--- src/rtl/bp_pkg.sv ---
// Shared branch-predictor constants: default table geometry and the
// saturating-counter reset/limit values as functions of counter width.
package bp_pkg;

    localparam int DEF_INDEX_BITS = 6;
    localparam int DEF_GHR_BITS   = 6;
    localparam int DEF_CTR_BITS   = 2;

    // Weakly-not-taken: the largest value whose MSB is still 0.
    function automatic int WEAK_NT(input int ctr_bits);
        return (1 << (ctr_bits - 1)) - 1;
    endfunction

    function automatic int CTR_MAX(input int ctr_bits);
        return (1 << ctr_bits) - 1;
    endfunction

endpackage

--- src/rtl/pht_counter_update.sv ---
// Saturating up/down step for one pattern-table counter.
module pht_counter_update
    import bp_pkg::*;
#(
    parameter int CTR_BITS = DEF_CTR_BITS
) (
    input  logic [CTR_BITS-1:0] ctr_i,
    input  logic                taken_i,
    output logic [CTR_BITS-1:0] ctr_o
);

    localparam logic [CTR_BITS-1:0] MAX_V = CTR_BITS'(CTR_MAX(CTR_BITS));
    localparam logic [CTR_BITS-1:0] ONE_V = CTR_BITS'(1);

    always_comb begin
        ctr_o = ctr_i;
        if (taken_i) begin
            if (ctr_i != MAX_V) ctr_o = ctr_i + ONE_V;
        end else begin
            if (ctr_i != '0) ctr_o = ctr_i - ONE_V;
        end
    end

endmodule

--- src/rtl/gshare_pattern_table.sv ---
// Pattern history table with bimodal/gshare indexing, same-cycle prediction,
// resolution-time training, and branch/mispredict performance counters.
module gshare_pattern_table
    import bp_pkg::*;
#(
    parameter int INDEX_BITS = DEF_INDEX_BITS,
    parameter int CTR_BITS   = DEF_CTR_BITS,
    parameter int GHR_BITS   = DEF_GHR_BITS,
    parameter int GSHARE     = 1
) (
    input  logic                  clk,
    input  logic                  rst,
    input  logic [31:0]           pred_pc_i,
    output logic                  pred_taken_o,
    output logic [INDEX_BITS-1:0] pred_index_o,
    input  logic                  upd_valid_i,
    input  logic [INDEX_BITS-1:0] upd_index_i,
    input  logic                  upd_taken_i,
    input  logic                  upd_mispredict_i,
    output logic [GHR_BITS-1:0]   ghr_out_o,
    output logic [31:0]           branch_count_o,
    output logic [31:0]           mispredict_count_o
);

    localparam int ENTRIES = 1 << INDEX_BITS;
    localparam logic [CTR_BITS-1:0] CTR_INIT = CTR_BITS'(WEAK_NT(CTR_BITS));

    logic [CTR_BITS-1:0]   pht_q [ENTRIES];
    logic [GHR_BITS-1:0]   ghr_q, ghr_d;
    logic [31:0]           branch_count_q, mispredict_count_q;
    logic [INDEX_BITS-1:0] pc_idx;
    logic [CTR_BITS-1:0]   upd_ctr, upd_ctr_next;
    logic                  bypass_hit;
    logic                  unused_pc_bits;

    assign pc_idx         = pred_pc_i[INDEX_BITS+1:2];
    assign unused_pc_bits = ^{pred_pc_i[31:INDEX_BITS+2], pred_pc_i[1:0]};

    generate
        if (GSHARE != 0) begin : g_gshare
            assign pred_index_o = pc_idx ^ INDEX_BITS'(ghr_q);
        end else begin : g_bimodal
            assign pred_index_o = pc_idx;
        end

        if (GHR_BITS == 1) begin : g_ghr1
            assign ghr_d = upd_taken_i;
        end else begin : g_ghrn
            assign ghr_d = {ghr_q[GHR_BITS-2:0], upd_taken_i};
        end
    endgenerate

    // One step unit serves both the table write and the read bypass.
    assign upd_ctr = pht_q[upd_index_i];

    pht_counter_update #(.CTR_BITS(CTR_BITS)) u_step (
        .ctr_i   (upd_ctr),
        .taken_i (upd_taken_i),
        .ctr_o   (upd_ctr_next)
    );

    assign bypass_hit   = upd_valid_i && !rst && (upd_index_i == pred_index_o);
    assign pred_taken_o = bypass_hit ? upd_ctr_next[CTR_BITS-1]
                                     : pht_q[pred_index_o][CTR_BITS-1];

    always_ff @(posedge clk or posedge rst) begin
        if (rst) begin
            for (int i = 0; i < ENTRIES; i++) pht_q[i] <= CTR_INIT;
            ghr_q              <= '0;
            branch_count_q     <= '0;
            mispredict_count_q <= '0;
        end else if (upd_valid_i) begin
            pht_q[upd_index_i] <= upd_ctr_next;
            ghr_q              <= ghr_d;
            if (branch_count_q != '1) branch_count_q <= branch_count_q + 32'd1;
            if (upd_mispredict_i && (mispredict_count_q != '1))
                mispredict_count_q <= mispredict_count_q + 32'd1;
        end
    end

    assign ghr_out_o          = ghr_q;
    assign branch_count_o     = branch_count_q;
    assign mispredict_count_o = mispredict_count_q;

endmodule

--- config.mk ---
export PLATFORM = sky130hd
export DESIGN_NAME = gshare_pattern_table
export DESIGN_NICKNAME = d
export VERILOG_FILES = /design/src/rtl/bp_pkg.sv /design/src/rtl/pht_counter_update.sv /design/src/rtl/gshare_pattern_table.sv
export SDC_FILE = /design/constraint.sdc
export NUM_CORES = 1
export LEC_CHECK = 0
export BUFFER_PORTS_ARGS = -buffer_cell sky130_fd_sc_hd__clkbuf_2
export CAP_MARGIN = 20
export CELL_PAD_IN_SITES_DETAIL_PLACEMENT = 1
export CELL_PAD_IN_SITES_GLOBAL_PLACEMENT = 1
export CORE_MARGIN = 2
export CORE_UTILIZATION = 40
export CTS_CLUSTER_DIAMETER = 40
export DETAILED_ROUTE_END_ITERATION = 16
export HOLD_SLACK_MARGIN = 0.02
export MAX_ROUTING_LAYER = met4
export PLACE_DENSITY = 0.74
export SLEW_MARGIN = 20
export SYNTH_ARGS = -nofsm -noshare
export SYNTH_HDL_FRONTEND = slang
export SYNTH_HIERARCHICAL = 1
export SYNTH_SLANG_ARGS = --single-unit
--- constraint.sdc ---
create_clock -name clk -period 7.05 [get_ports clk]
set_input_delay 0.705 -clock clk [delete_from_list [all_inputs] [get_ports clk]]
set_output_delay 0.705 -clock clk [all_outputs]
set_load 0.005 [all_outputs]
======== Word level (Yosys, flattened, before mapping) ========
Index checks and enable logic that the tools add are counted.
storage, ports and cells
  word-level logic and storage cells ...... 102
  flip-flop bits (word level) ............. 198
  output and inout bits ................... 77
  bits of input ports ..................... 43
operators by class
  equal/unequal tests ..................... 4
  multiplexer cells ....................... 13
  reduce and logical (&&, ||, !) cells .... 8
  bitwise operators ....................... 3
  add/sub/neg operators ................... 4
  magnitude comparators ................... 3
operator list
  operator                                                                      number
  128-bit bitwise mux                                                           1
  32-bit by 1-bit adder with 32-bit output, second input constant               2
  32-bit != test, second input constant                                         2
  2-bit binary-select mux with 6-bit select                                     2
  2-bit two-way mux                                                             8
  7-bit >= comparator, second input constant                                    2
  6-bit inverter with 7-bit output                                              2
  2-bit demux with 6-bit select                                                 1
  7-bit by 1-bit less-than comparator with 1-bit output, second input constant  1
  6-bit equality test                                                           1
  6-bit XOR                                                                     1
  1-bit logical AND                                                             4
  2-bit AND reduction                                                           2
  2-bit by 1-bit adder with 2-bit output, second input constant                 1
  2-bit != test, second input constant                                          1
  2-bit nonzero test                                                            1
  2-bit by 1-bit subtractor with 2-bit output, second input constant            1
  1-bit zero test                                                               1
  1-bit two-way mux                                                             1

======== Depth between registers and ports, before layout ========
Gate-level depths: netlist of run 1.
  depth in word-level cells ............... 8
  gate-level depth with buffers ........... 15
  depth with buffers taken out ............ 11

======== By module ========
The synthesis of run 1 kept the hierarchy.
modules (own cells, without submodules)
  module                times used  cells each  area each (µm²)  sequential area each (µm²)
  gshare_pattern_table  1           887         10344.9          5034.8
  pht_counter_update    1           3           26.3             0.0

======== Worst setup path after synthesis of run 1 ========
Ideal clock, no wire load.
  path kind ............................... input -> output
  from .................................... input upd_index_i[2]
  to ...................................... output pred_taken_o
  stages .................................. 14
  arrival time ............................ 3311 ps
  slack ................................... 3034 ps
  path buffers ............................ 4
  required time ........................... 6345 ps
  cell sequence ........................... buf_2 buf_1 clkbuf_1 mux4_2 mux2i_1 nor2_1 nor3_1 nand3b_1 maj3_2 clkbuf_1 nor3_1 o21ai_0 o31ai_1 o31ai_1
between the ends
  cells in the longest elaborated chain, start to end .. 8
  elaborated cells on any way between the ends .. 14
  those cells by class .................... 2 x add/sub; 2 x eq/ne; 7 x mux; 1 x bitwise; 2 x reduce/logical
ends and longest elaborated chain
  element                                                                    RTL line                                            RTL
  from (decl)                                                                gshare_pattern_table.sv:17                          input logic [INDEX_BITS-1:0] upd_index_i,
  6-bit inverter with 7-bit output (not written as such) *                   gshare_pattern_table.sv:54                          assign upd_ctr = pht_q[upd_index_i];
  2-bit binary-select mux with 6-bit select *                                gshare_pattern_table.sv:54
  2-bit two-way mux (not written as such) * (2 in series)                    gshare_pattern_table.sv:54
  net upd_ctr[0]                                                             gshare_pattern_table.sv:32                          logic [CTR_BITS-1:0] upd_ctr, upd_ctr_next;
  2-bit by 1-bit subtractor with 2-bit output, or another cell as far along  pht_counter_update.sv:20                            if (ctr_i != '0) ctr_o = ctr_i - ONE_V;
  2-bit two-way mux, on equally long branches                                pht_counter_update.sv:20, pht_counter_update.sv:18
  2-bit two-way mux *                                                        pht_counter_update.sv:17                            if (taken_i) begin
  net upd_ctr_next[1]                                                        gshare_pattern_table.sv:32
  1-bit two-way mux *                                                        gshare_pattern_table.sv:63                          assign pred_taken_o = bypass_hit ? upd_ctr_next[CTR_BITS-1]
  to (decl)                                                                  gshare_pattern_table.sv:14                          output logic pred_taken_o,
Mark *: on every way through the listed nets, which the timed path passes. The rest lies on a longest branch. The select of a mux whose other input is x is not followed.

======== Worst setup path after layout of run 1 ========
  from .................................... input upd_index_i[0]
  to ...................................... output pred_taken_o
Same word-level chain as after synthesis.

==> flow_metrics.tcl, run 1 <==
set metrics [dict create \
    final_hold_viols 0 \
    mean_area_per_synthesized_cell_um2 11.7 \
    max_freq_ghz 0.206 \
    worst_clock_skew_ns 0.0112 \
    power.static_leakage_nw 5.25 \
    worstPathRequired_ns 6.34 \
    clockRootBuffer "sky130_fd_sc_hd__clkbuf_16" \
    die_h_um 165 \
    drive_gt1_frac 0.397 \
    grt_pass1_vias 7829 \
    grt_setup_unrepaired "false" \
    max_cap_viol_count 0 \
    drtAntennaViolNets 0 \
    async_flop_share 1.00 \
    drt_pass1_iterations 5 \
    min_path_type "input port to async pin" \
    totalWireLength_mm 28.3 \
    timing_worst_setup_path_type "input port to output port" \
    detail_route.vias_per_cell 5.69 \
    number_of_placement_rows 58 \
    fill_cells 2716 \
    total_core_area_um2 25300 \
    final_period_minus_worst_setup_slack_ns 4.86 \
    numPortBuffers 93 \
    place_congestion 0.857 \
    grt_util_all_layers 0.223 \
    clock_tree_from_tritoncts "done" \
    grt_pass1_wl_mm 45.0 \
    final.setup.tns_ns 0 \
    area_growth_syn_to_layout_pct 13.4 \
    max-vdd-ir-drop_mv 0.166 \
    wl_per_cell_um 21.6 \
    dp.final_hpwl_mm 19.4 \
    detail_route.iter0.violations 519 \
    grt_total_ovfl 0 \
    die_w_um 165 \
    cts_hold_repair.buffers 0 \
    tritoncts.num_buffers 17 \
    ys_ff_latch 198 \
    grt_antenna_before_repair 0 \
    yosysWarningCount 6 \
    vias 7440 \
    setup_viol 0 \
    period_share 0.689 \
    layout.cells.most_common_list "146 x sky130_fd_sc_hd__mux2_2, 134 x sky130_fd_sc_hd__dfrtp_1, 93 x sky130_fd_sc_hd__clkbuf_2" \
    critPathLaunchType "input port" \
    tightest_slew_ns 0.963 \
    worst_setup_path_end_kind "output port" \
    dieArea_um2 27200 \
    final_net_count 1010 \
    yosysSeqAreaShare 0.485 \
    drc 0 \
    mappedNetlistArea_um2 10400 \
    timing.final.max_slew_violations 0 \
    synth_nets 935 \
    cts.repair_timing.setup_buffer_count 0 \
    cts-resized-gates 0 \
    boundaryPins 120 \
    tritoncts_num_sinks 198 \
    maximum_number_of_pins_on_one_net_before_global_route_repair 119 \
    synthesis.instances 890 \
    htree_levels 4 \
    antenna_cells_inserted 0 \
    max_slew_margin 0.349 \
    synth-edff-count 0 \
    finalCoreUtilization 0.464 \
    crit_arrival_ns 4.15 \
    initial_core_util 0.409 \
    netlist-cell-type-count 63 \
    path_max_fanout 36 \
    clock_path_buffers 2 \
    ys_dominant_reg_cell "sky130_fd_sc_hd__dfrtp_1" \
    clock_latency_ns 0.44 \
    outcome "finished, final reports clean" \
    clkSlewWorstSetupHoldPaths_ns 0.08 \
    final_common_cell "sky130_fd_sc_hd__mux2_2" \
    power.density_nw_per_um2 250 \
]
Yosys cell counts, types with 18 or more instances:
cell type,instances,area (um2)
sky130_fd_sc_hd__clkbuf_1,36,135
sky130_fd_sc_hd__dfrtp_1,134,3350
sky130_fd_sc_hd__dfstp_2,64,1680
sky130_fd_sc_hd__mux2_2,146,1640
sky130_fd_sc_hd__mux2i_1,18,180
sky130_fd_sc_hd__mux4_2,21,473
sky130_fd_sc_hd__nand2_1,87,327
sky130_fd_sc_hd__nand3_1,27,135
sky130_fd_sc_hd__nor2_1,64,240
sky130_fd_sc_hd__xnor2_1,37,324
sky130_fd_sc_hd__xor2_1,31,272
metrics by stage:
stage	hold WS (ns)	cells	worst slack [ns]	total power, W	area [um2]
6_report	0.454	1307	2.19	0.00294	11800
5_1_grt	0.518	1307	1.95	0.00308	11800
4_1_cts	0.485	1307	2.19	0.00296	11800
3_5_place_dp	0.487	1276	2.22	0.00199	11200
3_3_place_gp	0.474	1276	2.23	0.00197	11200
2_1_floorplan	0.478	890	1.05	0.00177	10400
critical path: stages:
cell                       delay [ns]
sky130_fd_sc_hd__clkbuf_2        0.50
sky130_fd_sc_hd__nor2b_1         0.74
sky130_fd_sc_hd__and2_1          0.33
sky130_fd_sc_hd__nand2_1         0.09
sky130_fd_sc_hd__a31oi_1         0.26
sky130_fd_sc_hd__a211o_1         0.20
sky130_fd_sc_hd__maj3_2          0.29
sky130_fd_sc_hd__nand2_1         0.07
sky130_fd_sc_hd__nor3_1          0.29
sky130_fd_sc_hd__o31ai_1         0.13
sky130_fd_sc_hd__o31ai_1         0.32
sky130_fd_sc_hd__clkbuf_2        0.17
registers in the layout, summed over array words and instances, names as in the netlist:
| name | flops |
|---|---|
| branch_count_o | 32 |
| ghr_out_o | 6 |
| mispredict_count_o | 32 |
| pht_q | 128 |
layout make-up:
cell class / instances / area [um2] / share of cell area
Clock buffer: 17 / 425 / 0.0362
Clock inverter: 14 / 158 / 0.0134
Inverter: 13 / 56.3 / 0.00479
Multi-Input combinational cell: 631 / 5120 / 0.435
Sequential cell: 198 / 5030 / 0.428
Tap cell: 330 / 413 / 0.0351
Timing Repair Buffer: 104 / 552 / 0.0469
routing by layer:
metal | routed length, um | GRT usage | part of all wire
met5 | 0 | - | 0
met4 | 298 | 0.0451 | 0.011
met3 | 1390 | 0.0377 | 0.049
met2 | 13500 | 0.350 | 0.48
met1 | 13000 | 0.306 | 0.46
where the power goes:
part | switching, W | leakage [nW] | internal [W]
Sequential | 0.000118 | 2.48 | 0.00131
Clock | 0.000501 | 0.286 | 0.000475
Combinational | 0.000290 | 2.48 | 0.000253
kinds of logic after synthesis:
| group | Yosys count | share of synthesized area |
|---|---|---|
| AO/OA/AOI/OAI | 82 | 0.0580 |
| XOR/XNOR | 73 | 0.0683 |
| adder cells (fa/ha/maj) | 4 | 0.00458 |
| buffers and inverters | 61 | 0.0229 |
| flip-flops | 198 | 0.485 |
| multiplexers | 185 | 0.221 |
| AND/OR/NAND/NOR | 287 | 0.139 |
worst paths after layout:
check	start	to	slack, ns	cells past startpoint
worst min register to register	branch_count_o[10]$_DFFE_PP0P_	branch_count_o[10]$_DFFE_PP0P_	0.49	1
min in group clk	branch_count_o[10]$_DFFE_PP0P_	branch_count_o[10]$_DFFE_PP0P_	0.49	1
worst max-delay path	upd_index_i[0]	pred_taken_o	2.19	12
max in group asynchronous	rst	pht_q[9]$_DFFE_PP0P_	5.39	3
worst min-delay path	rst	branch_count_o[3]$_DFFE_PP0P_	0.45	2
worst max register to register	pht_q[127]$_DFFE_PP0P_	pht_q[24]$_DFFE_PP1P_	3.88	8
No activity file was read; power rests on OpenSTA's default activity.
==> inputs of run 2 (changes only) <==
--- a/config.mk
+++ b/config.mk
@@ -15,7 +15,7 @@
 export DETAILED_ROUTE_END_ITERATION = 16
 export HOLD_SLACK_MARGIN = 0.02
 export MAX_ROUTING_LAYER = met4
-export PLACE_DENSITY = 0.74
+export PLACE_DENSITY = 0.76
 export SLEW_MARGIN = 20
 export SYNTH_ARGS = -nofsm -noshare
 export SYNTH_HDL_FRONTEND = slang
==> constraint.sdc (replaced) <==
create_clock -name clk -period 3.9 [get_ports clk]
set_input_delay 0.39 -clock clk [delete_from_list [all_inputs] [get_ports clk]]
set_output_delay 0.39 -clock clk [all_outputs]
set_load 0.005 [all_outputs]
==> run 2 against run 1 <==
  * Sequential power is 80% higher
  * Combinational power is 88% higher
  * First-iteration DRC count is 9.1% lower
  * Register-to-register slack worse by 2.9 ns
  * Clock skew is 0.0030 ns higher
  * Utilization is 0.86 points higher
  * Clock power is 80% higher
==> flow_metrics.tcl, run 2 (synthesized netlist as in run 1, its figures left out) <==
set metrics [dict create \
    layout.cells.most_common_list "146 x sky130_fd_sc_hd__mux2_2, 134 x sky130_fd_sc_hd__dfrtp_1, 92 x sky130_fd_sc_hd__clkbuf_2" \
    tritoncts.num_buffers 17 \
    boundaryPins 120 \
    reg2reg_to "pht_q[32]$_DFFE_PP1P_" \
    r2r_cells 8 \
    path_max_fanout 4 \
    largest-register "pht_q" \
    drive_gt1_frac 0.410 \
    detailedPlace.worstSlack_ns 0.0937 \
    antenna_cells_inserted 0 \
    max-vdd-ir-drop_mv 0.285 \
    grt_util_all_layers 0.226 \
    max_cap_viol_count 0 \
    timing.final.max_slew_violations 0 \
    final_design_area_no_fill_um2 12000 \
    power_w 0.00536 \
    clock_path_buffers 2 \
    final_hold_viols 0 \
    crit-reg2reg-launch "pht_q[119]$_DFFE_PP0P_" \
    cts_hold_repair.buffers 0 \
    die_h_um 165 \
    timing_worst_setup_path_type "flip-flop to output port" \
    startpoint "pht_q[119]$_DFFE_PP0P_" \
    fill_cells 2759 \
    maximum_number_of_pins_on_one_net_before_global_route_repair 111 \
    clock_power_share 0.329 \
    worst_setup_path_end_kind "output port" \
    clock_tree_from_tritoncts "done" \
    power.density_nw_per_um2 448 \
    numPortBuffers 93 \
    grt_antenna_before_repair 0 \
    dieArea_um2 27200 \
    regArea_um2 5030 \
    multi_input_comb_area_um2 5120 \
    cpPeakStageDelay_ns 0.46 \
    clockRootBuffer "sky130_fd_sc_hd__clkbuf_16" \
    power.share.combinational 0.190 \
    setup_viol 0 \
    totalWireLength_mm 28.8 \
    number_of_placement_rows 58 \
    area_growth_syn_to_layout_pct 15.5 \
    drc 0 \
    setup_ws_ns 0.133 \
    dp.final_hpwl_mm 20.3 \
    setup.worst_path.end "pred_taken_o" \
    max_freq_ghz 0.265 \
    placed_cell_area_um2 11400 \
    initial_core_util 0.409 \
    crit_arrival_ns 3.38 \
    wl_per_cell_um 21.7 \
    largest_register_ff_count 128 \
    drtAntennaViolNets 0 \
    grt_total_ovfl 0 \
    finalCoreUtilization 0.473 \
    detail_route.iter0.violations 472 \
    grt_pass1_wl_mm 45.6 \
    grt_pass1_vias 8032 \
    drt_pass1_iterations 7 \
    outcome "finished, final reports clean" \
    final.setup.tns_ns 0 \
    worstPathRequired_ns 3.51 \
    cellInternalPower_w 0.00370 \
    clock_latency_ns 0.43 \
    period_share 0.966 \
    final_net_count 1032 \
    worst_clock_skew_ns 0.0141 \
    p_sw_w 0.00166 \
    place_congestion 0.829 \
    critPathLaunchType "flip-flop" \
    grt_setup_unrepaired "false" \
    min_path_type "input port to async pin" \
    total_core_area_um2 25300 \
    tightest_slew_ns 0.759 \
    final_common_cell "sky130_fd_sc_hd__mux2_2" \
    detail_route.vias_per_cell 5.76 \
    sequentialPowerShare 0.481 \
    power.static_leakage_nw 5.37 \
    tritoncts_num_sinks 198 \
    crit_path_cell_trace "mux4_2 -> nor2b_1 -> a211oi_1 -> a31oi_1 -> a211o_1 -> maj3_2 -> nand2_1 -> nor3_1 -> nor4_1 -> o31ai_1 -> clkbuf_2" \
    critical_path.slowest_cell "sky130_fd_sc_hd__mux4_2" \
    die_w_um 165 \
    final_period_minus_worst_setup_slack_ns 3.77 \
    clkSlewWorstSetupHoldPaths_ns 0.08 \
    htree_levels 4 \
    max_slew_margin 0.487 \
    vias 7658 \
    sw_frac_of_total 0.309 \
    reg2reg_setup_slack_ns 0.96 \
]
[run 2: changes by cell type in the layout (fill, tap and decap cells not counted), sizes merged]
cell / before / now
buf: 11 / 33
clkinv: 8 / 9
clkinvlp: 0 / 1
inv: 19 / 17
[run 2: worst min path at each step]
| stage | from | end | slack, ns |
|---|---|---|---|
| floorplan | branch_count_o[10]$_DFFE_PP0P_ | branch_count_o[10]$_DFFE_PP0P_ | 0.48 |
| CTS | rst | pht_q[1]$_DFFE_PP0P_ | 0.1 |
| global placement | branch_count_o[10]$_DFFE_PP0P_ | branch_count_o[10]$_DFFE_PP0P_ | 0.47 |
| detailed placement | mispredict_count_o[19]$_DFFE_PP0P_ | mispredict_count_o[19]$_DFFE_PP0P_ | 0.49 |
| finish | rst | pht_q[85]$_DFFE_PP0P_ | 0.08 |
| global route | rst | pht_q[1]$_DFFE_PP0P_ | 0.12 |
[run 2: routing by layer]
metal,vias to the layer above,part of all wire,GRT usage
met5,-,0,-
met4,0,0.015,0.0628
met3,33,0.051,0.0412
met2,226,0.48,0.356
met1,4005,0.45,0.300
li1,3394,-,-
[run 2: power by group through the flow]
stage / Sequential (W) / Clock, W / Combinational (W)
floorplan: 0.00254 / 0 / 0.000660
global placement: 0.00260 / 0 / 0.000985
detailed placement: 0.00261 / 0 / 0.00102
CTS: 0.00258 / 0.00181 / 0.00102
global route: 0.00262 / 0.00189 / 0.00111
finish: 0.00258 / 0.00176 / 0.00102
[run 2: critical path, delay by kind of cell, from the launching register on]
kind | cells | cell delay, ns
compound gates | 4 | 0.96
simple gates | 4 | 0.62
mux | 1 | 0.46
flops | 1 | 0.41
fa+ha+maj | 1 | 0.36
buf+inv | 1 | 0.13
[run 2: through the flow]
stage          cells  hold slack [ns]
2_1_floorplan    890            0.478
4_1_cts         1329           0.0966
3_3_place_gp    1298            0.473
6_report        1329           0.0786
5_1_grt         1329            0.119
3_5_place_dp    1298            0.487
[run 2: area by class of cell]
class | count | share of cell area
multi-input combinational | 631 | 0.427
sequential | 198 | 0.420
timing repair buffer | 126 | 0.0642
clock buffer | 17 | 0.0355
tap | 330 | 0.0345
clock inverter | 14 | 0.0135
inverter | 13 | 0.00439
[run 2: what timing repair did]
item	4_1_cts	5_1_grt
setup endpoints to repair	0	1
setup buffers	0	0
hold endpoints to repair	0	0
gates resized for setup	0	4
==> inputs of run 3 (changes only) <==
--- a/config.mk
+++ b/config.mk
@@ -15,9 +15,11 @@
 export DETAILED_ROUTE_END_ITERATION = 16
 export HOLD_SLACK_MARGIN = 0.02
 export MAX_ROUTING_LAYER = met4
-export PLACE_DENSITY = 0.76
+export PLACE_DENSITY = 0.74
+export RECOVER_POWER = 50
 export SLEW_MARGIN = 20
 export SYNTH_ARGS = -nofsm -noshare
 export SYNTH_HDL_FRONTEND = slang
 export SYNTH_HIERARCHICAL = 1
 export SYNTH_SLANG_ARGS = --single-unit
+export TNS_END_PERCENT = 30
==> constraint.sdc (replaced) <==
create_clock -name clk -period 4.4 [get_ports clk]
set_input_delay 0.44 -clock clk [delete_from_list [all_inputs] [get_ports clk]]
set_output_delay 0.44 -clock clk [all_outputs]
set_load 0.005 [all_outputs]
==> run 3 against run 2 <==
  * The run now ends with capacitance limit, slew limit left
  * Power fell by 11%
  * Via count fell by 1.3%
  * Global-route usage barely moved
  * Worst hold slack improved by 0.28 ns
  * Largest cell class unchanged
  * Largest power group unchanged
==> flow_metrics.tcl, run 3 (synthesized netlist as in run 1, its figures left out) <==
set metrics [dict create \
    detail_route.iter0.violations 437 \
    initial_core_util 0.409 \
    critical_path.slowest_cell "sky130_fd_sc_hd__nor3_1" \
    number_of_buffers_and_inverters_on_the_critical_path 4 \
    maximum_number_of_pins_on_one_net_before_global_route_repair 188 \
    largest-register "pht_q" \
    boundaryPins 120 \
    grt_antenna_before_repair 0 \
    min_delay_path_depth 2 \
    final_design_area_no_fill_um2 11800 \
    crit_path_cell_trace "clkbuf_2 -> inv_1 -> nor3_1 -> buf_4 -> a22oi_1 -> a31oi_1 -> nor3_1 -> nand3b_1 -> maj3_2 -> nand2_1 -> nor3_1 -> o31ai_1 -> o31ai_1 -> clkbuf_2" \
    violations "capacitance limit, slew limit" \
    max_freq_ghz 0.244 \
    final_common_cell "sky130_fd_sc_hd__mux2_2" \
    die_h_um 165 \
    number_of_placement_rows 58 \
    clock_path_buffers 2 \
    power.density_nw_per_um2 402 \
    timing_worst_setup_path_type "input port to output port" \
    drc 0 \
    final_period_minus_worst_setup_slack_ns 4.10 \
    final_net_count 1024 \
    period_share 0.932 \
    vias 7559 \
    cp_top_family "buffers and inverters" \
    worstHoldStart "upd_taken_i" \
    final.setup.tns_ns 0 \
    setup_viol 0 \
    min_delay_worst_endpoint "ghr_out_o[0]$_DFFE_PP0P_" \
    worst_clock_skew_ns 0.0168 \
    timing.final.max_slew_violations 188 \
    grt_total_ovfl 0 \
    max_slew_margin -0.693 \
    grt_util_all_layers 0.226 \
    critical_path.most_common_cell "sky130_fd_sc_hd__nor3_1" \
    wl_per_cell_um 21.6 \
    crit-reg2reg-launch "pht_q[3]$_DFFE_PP0P_" \
    outcome "complete, but fails checks" \
    worstPathRequired_ns 3.96 \
    placed_cells 1289 \
    drtAntennaViolNets 0 \
    placed_cell_area_um2 11300 \
    reg2reg_to "pht_q[121]$_DFFE_PP0P_" \
    dp.final_hpwl_mm 19.5 \
    drive_gt1_frac 0.364 \
    dieArea_um2 27200 \
    numPortBuffers 93 \
    totalWireLength_mm 28.6 \
    tritoncts.num_buffers 17 \
    antenna_cells_inserted 0 \
    reg2reg_setup_slack_ns 1.36 \
    die_w_um 165 \
    hold_ws_ns 0.360 \
    htree_levels 4 \
    critPathLaunchType "input port" \
    total_core_area_um2 25300 \
    layout.cells.most_common_list "146 x sky130_fd_sc_hd__mux2_2, 134 x sky130_fd_sc_hd__dfrtp_1, 87 x sky130_fd_sc_hd__nand2_1" \
    final-instance-count-excl-fill 1322 \
    tritoncts_num_sinks 198 \
    grt_pass1_vias 7995 \
    clock_tree_from_tritoncts "done" \
    r2r_cells 9 \
    worst_setup_path_end_kind "output port" \
    drt_pass1_iterations 5 \
    grt_pass1_wl_mm 45.5 \
    grt_setup_unrepaired "false" \
    final_hold_viols 0 \
    tightest_slew_ns 2.54 \
    path_max_fanout 17 \
    detail_route.vias_per_cell 5.72 \
    clockRootBuffer "sky130_fd_sc_hd__clkbuf_16" \
    cpPeakStageDelay_ns 0.47 \
    place_congestion 0.846 \
    area_growth_syn_to_layout_pct 14.1 \
    min_path_type "input port to flip-flop" \
    clock_latency_ns 0.45 \
    power.static_leakage_nw 5.18 \
    max_cap_viol_count 1 \
    setup_ws_ns 0.301 \
    max-vdd-ir-drop_mv 0.288 \
    clkSlewWorstSetupHoldPaths_ns 0.08 \
    critical_path_cell_count 14 \
    largest_register_ff_count 128 \
    detailedPlace.worstSlack_ns 0.443 \
    crit_arrival_ns 3.66 \
]
run 3: cell type report:
type,instances,area (um2)
Timing Repair Buffer,118,606
Clock buffer,18,429
Clock inverter,14,180
Multi-Input combinational cell,631,5120
Sequential cell,198,5030
Tap cell,330,413
Inverter,13,50.0
Fill cell,2779,13500
run 3: worst max path at each step:
stage / start / slack (ns) / to
4_1_cts: upd_index_i[1] / 0.38 / pred_taken_o
5_1_grt: upd_index_i[1] / 0.14 / pred_taken_o
3_5_place_dp: upd_index_i[1] / 0.44 / pred_taken_o
2_1_floorplan: upd_index_i[2] / 0.91 / pred_taken_o
6_report: upd_index_i[1] / 0.30 / pred_taken_o
3_3_place_gp: upd_index_i[1] / 0.50 / pred_taken_o
run 3: power breakdown:
group / switching, W / total [W] / internal (W) / leakage (nW)
combinational: 0.000465 / 0.000868 / 0.000403 / 2.41
clock: 0.000827 / 0.00160 / 0.000777 / 0.294
sequential: 0.000185 / 0.00228 / 0.00209 / 2.48
run 3: through the flow:
step | power (W) | util
6_report | 0.00475 | 0.467
5_1_grt | 0.00498 | 0.467
4_1_cts | 0.00481 | 0.470
3_5_place_dp | 0.00319 | 0.445
3_3_place_gp | 0.00315 | 0.445
2_1_floorplan | 0.00284 | -
run 3: routing by layer:
layer  share of wire  GRT usage  vias up  wire length, um
met2            0.49      0.362      205            13900
met1            0.46      0.302     3939            13000
met3           0.043     0.0377       33             1240
li1                -          -     3382                -
met4           0.015     0.0534        0              430
met5               0          -        -                0
run 3: what timing repair did:
action,4_1_cts,5_1_grt
gates resized for setup,0,0
setup buffers,0,0
hold buffers,1,0
hold endpoints to repair,11,0
